`config.mk`:
```
export PLATFORM = sky130hd
export DESIGN_NAME = zl_ts_null_scheduler
export DESIGN_NICKNAME = d
export VERILOG_FILES = /design/src/rtl/zl_ts_null_scheduler.sv
export SDC_FILE = /design/constraint.sdc
export NUM_CORES = 1
export LEC_CHECK = 0
export BUFFER_PORTS_ARGS = -buffer_cell sky130_fd_sc_hd__buf_2
export CAP_MARGIN = 30
export CORE_UTILIZATION = 48
export DETAILED_ROUTE_END_ITERATION = 8
export GPL_TIMING_DRIVEN = 0
export PLACE_DENSITY_LB_ADDON = 0.3
export SLEW_MARGIN = 30
export SYNTH_ARGS = -nofsm -noshare
export SYNTH_HDL_FRONTEND = slang
export SYNTH_SLANG_ARGS = --single-unit
```
`constraint.sdc`:
```
create_clock -name clk -period 2 [get_ports clk]
set_input_delay 0.3 -clock clk [delete_from_list [all_inputs] [get_ports clk]]
set_output_delay 0.3 -clock clk [all_outputs]
set_load 0.005 [all_outputs]
```
`src/rtl/zl_ts_null_scheduler.sv`:
```
// Packet-level scheduler feeding the DVB-S encoder: forwards whole user TS packets
// when available, otherwise emits generated null packets, keeping 188-byte alignment.
module zl_ts_null_scheduler #(
  parameter int          Pkt_len   = 188,
  parameter logic [7:0]  Sync_byte = 8'h47,
  parameter logic [12:0] Null_pid  = 13'h1FFF,
  parameter int          Cnt_width = 16
) (
  input  logic                 clk,
  input  logic                 rst_n,
  input  logic [7:0]           data_in,
  input  logic                 data_in_req,
  output logic                 data_in_ack,
  input  logic                 pkt_ready,
  input  logic                 force_null,
  output logic [7:0]           data_out,
  output logic                 data_out_req,
  input  logic                 data_out_ack,
  output logic                 pkt_start,
  output logic                 null_active,
  output logic [Cnt_width-1:0] null_count,
  output logic [Cnt_width-1:0] drop_count
);

  typedef enum logic [1:0] {S_SELECT, S_HUNT, S_PASS, S_NULL} state_t;

  localparam logic [7:0]           LAST = 8'(Pkt_len - 1);
  localparam logic [Cnt_width-1:0] ONE  = {{(Cnt_width-1){1'b0}}, 1'b1};

  state_t     state, state_nxt;
  logic [7:0] cnt, cnt_nxt;
  logic       null_inc, drop_inc;

  always_ff @(posedge clk or negedge rst_n) begin
    if (!rst_n) begin
      state <= S_SELECT;
      cnt   <= 8'd0;
    end else begin
      state <= state_nxt;
      cnt   <= cnt_nxt;
    end
  end

  always_comb begin
    state_nxt    = state;
    cnt_nxt      = cnt;
    data_out     = 8'h00;
    data_out_req = 1'b0;
    data_in_ack  = 1'b0;
    pkt_start    = 1'b0;
    null_active  = 1'b0;
    null_inc     = 1'b0;
    drop_inc     = 1'b0;
    case (state)
      S_SELECT: begin
        cnt_nxt = 8'd0;
        if (!force_null && pkt_ready && data_in_req)
          state_nxt = (data_in == Sync_byte) ? S_PASS : S_HUNT;
        else
          state_nxt = S_NULL;
      end
      S_HUNT: begin
        // The sync byte itself is left on the input so PASS presents it as byte 0.
        data_in_ack = data_in_req && (data_in != Sync_byte);
        drop_inc    = data_in_ack;
        if (!data_in_req) begin
          state_nxt = S_SELECT;
        end else if (data_in == Sync_byte) begin
          state_nxt = S_PASS;
          cnt_nxt   = 8'd0;
        end
      end
      S_PASS: begin
        data_out     = data_in;
        data_out_req = data_in_req;
        data_in_ack  = data_out_ack;
        pkt_start    = (cnt == 8'd0);
        if (data_in_req && data_out_ack) begin
          if (cnt == LAST) begin
            state_nxt = S_SELECT;
            cnt_nxt   = 8'd0;
          end else begin
            cnt_nxt = cnt + 8'd1;
          end
        end
      end
      S_NULL: begin
        data_out_req = 1'b1;
        null_active  = 1'b1;
        pkt_start    = (cnt == 8'd0);
        case (cnt)
          8'd0:    data_out = Sync_byte;
          8'd1:    data_out = {3'b000, Null_pid[12:8]};
          8'd2:    data_out = Null_pid[7:0];
          8'd3:    data_out = 8'h10;
          default: data_out = 8'hFF;
        endcase
        if (data_out_ack) begin
          if (cnt == LAST) begin
            null_inc  = 1'b1;
            state_nxt = S_SELECT;
            cnt_nxt   = 8'd0;
          end else begin
            cnt_nxt = cnt + 8'd1;
          end
        end
      end
      default: state_nxt = S_SELECT;
    endcase
  end

  // Status counters stick at all-ones rather than wrapping.
  always_ff @(posedge clk or negedge rst_n) begin
    if (!rst_n) begin
      null_count <= '0;
      drop_count <= '0;
    end else begin
      if (null_inc && (null_count != '1)) null_count <= null_count + ONE;
      if (drop_inc && (drop_count != '1)) drop_count <= drop_count + ONE;
    end
  end

endmodule
```
# After elaboration in Yosys (flattened, before gate mapping)
# Index checks and enable logic that the tools add are counted.
# W data, S select, Z words.
word_totals:
  romBits: 0
  reg_bits: 42
  latch_bits: 0
  ram_bits: 0
  input_bits: 14
  wordCells: 58
  n_memories: 0
op_classes:
  eq_ne: 15
  addsub: 3
  div: 0
  n_reduce_logical: 12
  magnitude_cmp: 0
  multipliers: 0
  mux: 24
  n_bitwise: 0
  shifts: 0
op_table:
  columns: ["cell", "n"]
  rows:
  - ["$mux W8", 5]
  - ["$add A16 B1 Y16 const B", 2]
  - ["$ne A16 B16 Y1 const B", 2]
  - ["$pmux W8 S4", 1]
  - ["$pmux W8 S3", 1]
  - ["$pmux W8 S2", 1]
  - ["$mux W2", 7]
  - ["$add A8 B1 Y8 const B", 1]
  - ["$eq A8 B1 Y1 const B", 1]
  - ["$eq A8 B2 Y1 const B", 1]
  - ["$eq A8 B7 Y1 const B", 1]
  - ["$eq A8 B8 Y1 const B", 1]
  - ["$logic_not A8 Y1", 1]
  - ["$ne A2 B2 Y1 const B", 4]
  - ["$ne A8 B7 Y1 const B", 1]
  - ["$pmux W2 S4", 1]
  - ["$logic_and A1 B1 Y1", 6]
  - ["$mux W1", 6]
  - ["$eq A2 B2 Y1 const B", 2]
  - ["$pmux W1 S2", 2]
  - ["$reduce_and A4 Y1", 1]
  - ["$ne A3 B3 Y1 const B", 1]
  - ["$reduce_and A3 Y1", 1]
  - ["$eq A2 B1 Y1 const B", 1]
  - ["3 further kinds", 3]

# Longest topological paths before layout
# Gate-level depths: netlist (run 1).
depth:
  ltp_word: 5
  ltp_mapped: 8
  mapped_depth_nobuf: 7

# Worst setup path after synthesis (run 1)
# No wires, ideal clock.
synth_timing:
  path_kind: "register -> register"
  from: "register cnt[0]"
  to: "register null_count[11]"
  required_time_ps: 1876
  arrival_time_ps: 1783
  path_buffers: 0
  slack_ps: 93
  setup_time_ps: 124
  stages_incl_launch_ff: 7
  cell_sequence: "dfrtp_1 > ha_1 > and4_1 > nand3_1 > nor4_2 > nand4_1 > xnor2_1"
synth_via:
  elab_chain_cells: 5
synth_rtl:
  columns: ["element", "line_no", "rtl"]
  rows:
  - ["start: declaration", "31", "logic [7:0] cnt, cnt_nxt;"]
  - ["start signal: assignment", "40", "cnt <= cnt_nxt;"]
  - ["$eq A8 B8 Y1", "99", "if (cnt == LAST) begin"]
  - ["$mux W1", "99", null]
  - ["$mux W1", "98", "if (data_out_ack) begin"]
  - ["$mux W1", "54", "case (state)"]
  - ["$logic_and A1 B1 Y1", "118", "if (null_inc && (null_count != '1)) null_count <= null_count + ONE;"]
  - ["end signal: assignment", "118", null]
  - ["end: declaration", "21", "output logic [Cnt_width-1:0] null_count,"]
# Every way passes these cells.
# A chain may end at the register's enable or synchronous reset.

# Final worst setup path (run 1)
layout_timing:
  from: "register cnt[5]"
  to: "output port data_out[0]"
layout_via:
  elab_chain_cells: 3
  elab_cells_between_ends: 5
  classes_between: "eq/ne: 2; mux: 2; reduce/logical: 1"
layout_rtl:
  columns: ["element", "line_no", "rtl"]
  rows:
  - ["$eq A8 B2 Y1, or another cell as far along", "91", "case (cnt)"]
  - ["$pmux W8 S3 (*)", "91", null]
  - ["$pmux W8 S2 (*)", "54", null]
  - ["end: declaration", "16", "output logic [7:0] data_out,"]
# Mark *: on every way between the ends. The rest lies on a longest branch, timed or not.

==> results of run 1 <==
## metrics by stage
step           cells  power (mW)
3_3_place_gp     350        2.06
3_5_place_dp     350        2.08
6_report         361        2.76
5_1_grt          361        2.96
4_1_cts          360        2.71
2_1_floorplan    239        1.72
## power breakdown
| group | total [mW] | switching (mW) | internal [mW] |
|---|---|---|---|
| Clock | 0.571 | 0.293 | 0.279 |
| Combinational | 1.13 | 0.614 | 0.517 |
| Sequential | 1.06 | 0.119 | 0.941 |
| Total | 2.76 | 1.03 | 1.74 |
## metal layers
layer	GRT usage, %	vias to the layer above	routed length, um
met5	0	-	0
met4	8.50	0	101
met3	5.06	12	200
met2	35.2	41	2610
met1	28.1	985	2300
li1	-	986	-
## worst min path at each step
stage / startpoint / endpoint / cells after the start
after floorplan: rst_n / cnt[0] / 0
after global placement: null_count[8] / null_count[8] / 1
after detailed placement: rst_n / cnt[5] / 1
after CTS: rst_n / cnt[5] / 1
after global routing: rst_n / cnt[5] / 1
final: rst_n / cnt[5] / 1
## cell families (layout without fill, tap and decap cells)
logic type | Yosys count | count (layout) | synth area share, %
simple gates | 110 | 110 | 25.6
flops | 42 | 42 | 45.0
mux | 6 | 6 | 2.84
xor+xnor | 28 | 28 | 10.5
compound gates | 30 | 30 | 8.90
fa+ha+maj | 9 | 9 | 4.82
buf+inv | 14 | 82 | 2.30
## cell usage after synthesis, types with 4 or more instances
| master | number |
|---|---|
| sky130_fd_sc_hd__and2_1 | 6 |
| sky130_fd_sc_hd__and3_1 | 7 |
| sky130_fd_sc_hd__and4_1 | 8 |
| sky130_fd_sc_hd__dfrtp_1 | 42 |
| sky130_fd_sc_hd__ha_1 | 9 |
| sky130_fd_sc_hd__inv_1 | 10 |
| sky130_fd_sc_hd__mux2_2 | 5 |
| sky130_fd_sc_hd__nand2_1 | 32 |
| sky130_fd_sc_hd__nand3_1 | 14 |
| sky130_fd_sc_hd__nand4_1 | 13 |
| sky130_fd_sc_hd__nor2_1 | 11 |
| sky130_fd_sc_hd__nor3_1 | 4 |
| sky130_fd_sc_hd__o21ai_0 | 13 |
| sky130_fd_sc_hd__o31ai_1 | 4 |
| sky130_fd_sc_hd__xnor2_1 | 21 |
| sky130_fd_sc_hd__xor2_1 | 7 |
## placed cells by master, fill, tap and decap left out, types with 7 or more instances in the layout
cell and n:
sky130_fd_sc_hd__xnor2_1 21, sky130_fd_sc_hd__and4_1 7, sky130_fd_sc_hd__dfrtp_1 37, sky130_fd_sc_hd__nor2_1 9, sky130_fd_sc_hd__buf_2 57, sky130_fd_sc_hd__nand2_1 31
sky130_fd_sc_hd__nand4_1 13, sky130_fd_sc_hd__xor2_1 7, sky130_fd_sc_hd__o21ai_0 12, sky130_fd_sc_hd__and3_1 7, sky130_fd_sc_hd__inv_1 10, sky130_fd_sc_hd__nand3_1 14
## layout make-up
class / count / area, sq um
multi-input cells: 183 / 1350
inverters: 10 / 37.5
fillers: 376 / 1760
clock buffers: 7 / 86.3
repair buffers: 61 / 318
well taps: 54 / 67.6
flip-flops and latches: 42 / 1060
clock inverters: 1 / 5.00
plain buffers: 3 / 17.5
## critical path, delay by kind of cell, from the launching register on
family	cells	cell delay (ns)
AO/OA/AOI/OAI	1	0.29
buffers and inverters	1	0.13
flip-flops	1	0.44
AND/OR/NAND/NOR	3	0.53
## state kept, by name, summed over array words and instances, names as in the netlist
signal	count
state	2
cnt	8
drop_count	16
null_count	16
## what timing repair did
action | CTS | global route
endpoints found under the setup margin | 37 | 36
pin swaps | 1 | 3
buffers inserted | 3 | 1
cloned | 0 | 0
hold endpoints to repair | 0 | 0
resized for setup | 16 | 19
==> summary by stage, run 1 <==
Cells and area
Measured on the finished design, the core utilization comes to 62.5%. Cells with a size suffix above 1 make up 32.2% of the layout. The area growth from synthesis to layout is 25.7%.

The finished layout cell area is 2930 sq um. In the final design database the tool counted 329 nets. The number of antenna diodes is 0.

Worst setup path
The signal on the critical path passes through nor4_4 > nand2_2 > o41ai_4 > nand2_1 > buf_2. The worst setup path is of the reg -> out kind. For this design, the slowest cell found on the critical path is sky130_fd_sc_hd__dfrtp_2.

The largest single stage delay on the critical path is 0.44 ns. STA classifies the critical path endpoint as a primary output. The worst register-to-register path has a depth of 6. The worst setup path startpoint is cnt[5]. The required time at the worst-slack endpoint is 1.70 ns.

Setup slack on the worst reg-to-reg path comes out at 0.04 ns. Data on the critical path arrives at its endpoint at 1.69 ns. The termination of the worst setup path is data_out[0]. The worst register-to-register path ends at cnt[6]. Of all nets on the critical path, the largest fanout is 3.

STA classifies the critical path startpoint as a flop. The startpoint identified for the worst register-to-register timing path is cnt[0].

Power
In this run the static leakage power is 1.44 nW. Power spread over the standard cell area amounts to 941 nW/um^2. VDD sags by at most 0.832 mV.

Detailed routing
Dividing the detail-routed wire length by the instance count gives 14.4 um. The count of antenna-violating nets left after detailed routing is 0. The total iterations of the first detailed-routing run is 4.

The ratio of routed vias to standard cells is 5.61. The total via count after detailed routing is 2024. The DRC violation count after routing is 0. For this block, the initial DRC count from the detailed router was 123. The total wire length is 5.21 mm.

Timing
The worst slew margin relative to its limit is 65.1%. The count of endpoints failing hold in the final timing report is 42. Setup slack closes at 0.0138 ns. The final setup violation count is 0.

For the final routed database, the setup TNS stands at 0 ns. The number of slew-limit violations in the final report came to 0. The tightest hold path in the finished design has a slack of -0.0384 ns. The worst clock skew is 0.00871 ns.

Static timing analysis puts the maximum clock frequency at 0.503 GHz. Counting I/O delays and the setup requirement, the final critical path takes 1.99 ns. The portion of the clock cycle consumed by the worst path in the final layout is 99.3%. Setup repair after global routing could not meet its margin everywhere. At the pin with the least slew margin, the transition time is 0.523 ns.

Clock tree
The number of clock buffers inserted by TritonCTS is 5. TritonCTS built the clock tree. The clock reaches the later pin of the worst-skew pair after 0.30 ns. Clock-pin slew was measured on the worst setup and hold paths at 0.08 ns. The number of hold-repair buffers added at the cts stage is 0.

The cell chosen for the clock root is sky130_fd_sc_hd__clkbuf_8. The number of sinks driven by the clock tree is 42. Counting along the longest clock path gives a buffer depth of 2.

The H-tree depth is 2.

Placed design
OpenSTA, run right after detailed placement, puts the worst setup slack at -0.237 ns. The number of buffers inserted by port buffering is 57. The final RePlAce weighted congestion is 0.826.

The placed standard-cell area is 2690 sq um. The placed wire-length estimate after detailed placement is 3.56 mm.

Synthesis
The share of the yosys chip area belonging to registers is 45.0%. The number of distinct standard cells referenced by the synthesized netlist is 40. The share of async-settable or async-resettable flops after synthesis is 100%. The synthesized netlist cell count is 239. The netlist area before placement is 2330 sq um.

The fraction of post-synthesis cell area in the top cell type by area is 45.0%. The synthesized area divided by synthesized cell count is 9.77 sq um. The synthesized design spends more area on one cell type than any other, namely sky130_fd_sc_hd__dfrtp_1.

The synthesized design contains 0 enable-type register cells. Ranked by total cell area, the synthesized netlist is headed by sky130_fd_sc_hd__dfrtp_1 (45%), sky130_fd_sc_hd__xnor2_1 (7.9%), sky130_fd_sc_hd__nand2_1 (5.1%), sky130_fd_sc_hd__ha_1 (4.8%), sky130_fd_sc_hd__nand4_1 (3.5%). The number of nets in the synthesized netlist is 262. The post-synthesis register bit count is 42.

The top flip-flop cell by instance count after synthesis is sky130_fd_sc_hd__dfrtp_1. During synthesis, Yosys emitted a total of 0 warnings.

GRT
Global routing used 21.7% of the available tracks across all layers. Global routing finished with a remaining overflow of 0. Entering global routing, the biggest net connects 43 pins. The number of global-route vias before repair is 1911. The first-pass GRT wire length is 8.76 mm. The number of antenna violations at the first check in global routing is 0.

Floorplan
For this configuration, the core starts out at a cell density of 49.8%. Row generation in the floorplan step produced 25 rows. The floorplan step set the die width to 71.7 um. The core footprint is 4690 sq um. The overall die area is 5150 sq um. 58 I/O pins were placed. Measured along the y axis, the die boundary spans 71.7 um.

Status
The flow ran to the end, but the final reports show violations. The checks that failed: hold timing.

Run
The number of max-cap violations is 0.

Hold path
The type of the worst min-delay path is in -> async.
No activity file was read; power rests on OpenSTA's default activity.
==> run 2: changes to the inputs <==
CELL_PAD_IN_SITES_DETAIL_PLACEMENT = 2   (was default)
CELL_PAD_IN_SITES_GLOBAL_PLACEMENT = 2   (was default)
CORE_UTILIZATION = 29   (was 48)
==> run 2 against run 1 <==
  * Die area grew 63%
  * The flow finishes with violations (setup timing)
  * First-iteration DRC count shrank 67%
  * Wire length rose by 27%
  * Cell area grew 5.6%
  * Worst hold slack better by 0.51 ns
  * Largest power group unchanged
  * Power rose by 3.7%
  * Critical path depth did not move
  * Via count grew 4.8%
  * Fmax is 1.7% lower
  * Combinational power grew 12%
==> summary by stage, run 2 (synthesis results as in run 1) <==
Worst setup path
The highest fanout seen on the critical path came to 5 (was 3). The required time at the worst-slack endpoint was 1.70 ns (about the same). The delay of the slowest cell on the worst path is 0.45 ns (was 0.44 ns). The kind of start point of the critical path was a flop (unchanged).

The data arrival time of the worst path is 1.72 ns (was 1.69 ns). The count of buffering cells on the critical path with inverters included is 1 (unchanged). The highest-delay cell along the critical path was sky130_fd_sc_hd__dfrtp_2 (unchanged).

The kind of cell adding the most delay to the critical path was simple AND/OR/NAND/NOR gates (unchanged). Chain of cells forming the critical path: nor4_4 > nand2_2 > o41ai_4 > nand2_1 > buf_2 (unchanged). The critical path capture point type is a primary output (unchanged). The worst setup path category was reg -> out (unchanged).

Placed design
The placed wire-length estimate after detailed placement was 4.91 mm (was 3.56 mm). The cell total after placement was 399 (was 350). The number of buffers inserted by port buffering was 57 (unchanged). The final RePlAce weighted congestion is 0.700 (was 0.826). The placed standard-cell area was 2770 sq um (was 2690 sq um).

Floorplan
The number of rows created at floorplan is 32 (was 25). The count of boundary I/O pins is 58 (unchanged). The starting utilization of the core area is 30.1% (was 49.8%). The overall die area came to 8410 sq um (was 5150 sq um). The core footprint was 7770 sq um (was 4690 sq um). The die boundary height is 91.7 um (was 71.7 um). The width of the die is 91.7 um (was 71.7 um).

Cells and area
Largest registers ranked by flip-flop count: drop_count x16, null_count x16, cnt x8 (unchanged). The count of non-filler cells in the finished layout came to 417 (was 361). Most used cells in the layout excluding fill and tap cells: sky130_fd_sc_hd__buf_2 (57), sky130_fd_sc_hd__dfrtp_1 (37), sky130_fd_sc_hd__nand2_1 (31) (unchanged). The most frequent standard cell in the layout excluding fill and tap cells is sky130_fd_sc_hd__buf_2 (unchanged). The number of antenna diodes was 0 (unchanged). The share of final-layout standard cells stronger than drive strength 1 came to 35.9% (was 32.2%). The finished layout cell area is 3100 sq um (was 2930 sq um). The area growth from synthesis to layout is 32.7% (was 25.7%). The final core utilization is 39.9% (was 62.5%). The net total in the final layout is 339 (was 329).

Clock tree
The cell chosen for the clock root is sky130_fd_sc_hd__clkbuf_8 (unchanged). The number of sinks driven by the clock tree is 42 (unchanged). The H-tree depth is 2 (unchanged).

The number of buffers on the longest clock path came to 2 (unchanged). The clock tree from TritonCTS is yes (unchanged). The clock edge transition at the registers on the reported setup and hold paths was 0.08 ns (about the same). The clock latency reported for the late side of the worst-skew pair is 0.29 ns (was 0.30 ns). The number of clock buffers inserted by TritonCTS was 5 (unchanged).

Power
The highest ir drop seen on vdd is 0.480 mV (was 0.832 mV). The fraction of power spent switching nets is 37.6% (was 37.1%). The sequential cell fraction of total power was 36.9% (was 38.4%). The overall power is 2.86 mW (was 2.76 mW). The switching power is 1.08 mW (was 1.03 mW). The static leakage power was 1.51 nW (was 1.44 nW).

The fraction of power consumed by combinational cells was 44.2% (was 40.9%). The fraction of power consumed by the clock network is 18.9% (was 20.7%). The cell-internal power is 1.79 mW (was 1.74 mW). The power density relative to cell area came to 925 nW/um^2 (was 941 nW/um^2).

GRT
The number of antenna violations at the first check in global routing is 0 (unchanged). The maximum number of pins on one net before global-route repair came to 27 (was 43). The first-pass GRT wire length is 10.9 mm (was 8.76 mm).

The number of global-route vias before repair was 2182 (was 1911). The all-layer global routing usage came to 16.3% (was 21.7%). The sum of overflow across all layers after global routing was 0 (unchanged).

Timing
The final setup violation count came to 3 (was 0). The transition time at the pin with the least slew margin is 0.414 ns (was 0.523 ns). The shortest clock period the worst path allows after layout was 2.02 ns (was 1.99 ns).

The portion of the clock cycle consumed by the worst path in the final layout is 101% (was 99.3%). The worst slew margin relative to its limit is 72.4% (was 65.1%). The worst clock skew is 0.00430 ns (was 0.00871 ns).

Setup repair after global routing missed its margin: yes (unchanged). The number of slew-limit violations in the final report is 0 (unchanged). The timing-limited maximum frequency was 0.495 GHz (was 0.503 GHz). The count of endpoints failing hold in the final timing report is 0 (was 42).

The setup slack of the critical path after layout is -0.0206 ns (was 0.0138 ns).

Detailed routing
The DRC violation count after routing came to 0 (unchanged). The total wire length came to 6.64 mm (was 5.21 mm). The total via count after detailed routing is 2122 (was 2024). The routed wirelength normalized by instance count was 15.9 um (was 14.4 um). The violation count after the first detailed-routing iteration came to 40 (was 123). The total iterations of the first detailed-routing run is 4 (unchanged). The ratio of routed vias to standard cells is 5.09 (was 5.61). The count of antenna-violating nets left after detailed routing was 0 (unchanged).

Status
Violated checks: setup timing (was hold timing). Run status: finished, violations left (unchanged).

Hold path
The type of the worst min-delay path is in -> async (unchanged).

Run
The number of max-cap violations is 0 (unchanged).
==> run 2: changes by cell type in the layout (fill, tap and decap cells not counted), sizes merged <==
| cell | delta |
|---|---|
| dlygate4sd3 | +1 |
| clkinv | -1 |
| buf | +10 |
| clkbuf | -2 |
==> run 2: power groups by stage <==
stage | clock, mW | combinational, mW | sequential (mW)
2_1_floorplan | 0 | 0.670 | 1.05
3_3_place_gp | 0 | 1.04 | 1.07
3_5_place_dp | 0 | 1.08 | 1.08
4_1_cts | 0.565 | 1.20 | 1.07
5_1_grt | 0.603 | 1.42 | 1.07
6_report | 0.542 | 1.27 | 1.06
==> run 2: worst paths after layout <==
check                                from              to  slack [ns]  cells past startpoint
max                                cnt[5]     data_out[2]       -0.02                      5
min                                 rst_n          cnt[1]        0.48                      2
max reg2reg                        cnt[0]          cnt[6]        0.07                      6
min reg2reg                null_count[12]  null_count[12]        0.50                      1
max in group asynchronous           rst_n          cnt[5]        1.04                      3
min in group clk               force_null        state[0]        0.49                      4
==> run 2: worst reg2reg max path, stage by stage (launching register included) <==
cell and delay (ns):
sky130_fd_sc_hd__dfrtp_2 0.45, sky130_fd_sc_hd__ha_4 0.20, sky130_fd_sc_hd__and4_1 0.23, sky130_fd_sc_hd__a31o_2 0.31, sky130_fd_sc_hd__or2_0 0.21, sky130_fd_sc_hd__buf_4 0.16
sky130_fd_sc_hd__o41ai_2 0.27
==> run 2: stage by stage <==
step                      setup WS (ns)  hold slack (ns)  setup TNS, ns
after floorplan                  0.0932          0.00441              0
after global placement           -0.310            0.480          -5.52
after detailed placement         -0.394            0.259          -7.34
after CTS                       -0.0663            0.479         -0.277
after global routing             -0.118            0.507         -0.469
final                           -0.0206            0.475        -0.0380
==> run 2: area by class of cell <==
class	count	area [sq um]
fillers	879	4670
multi-input cells	183	1370
flip-flops and latches	42	1060
repair buffers	71	405
well taps	102	128
clock buffers	6	82.6
inverters	10	37.5
plain buffers	3	20.0
==> run 2: timing repair <==
action                                 in CTS  in global routing
buffers inserted                            3                  9
endpoints found under the hold margin      16                  0
hold buffers                                1                  0
setup endpoints to repair                  47                 21
resized for setup                          29                 17
cloned                                      0                  0
pin swaps                                   3                  2
==> run 2: routing by layer <==
metal | vias up | wire, um | global-route usage (%)
met5 | - | 0 | 0
met4 | 0 | 34 | 2.73
met3 | 5 | 168 | 3.07
met2 | 29 | 3370 | 28.6
met1 | 1086 | 3070 | 21.1
li1 | 1002 | - | -
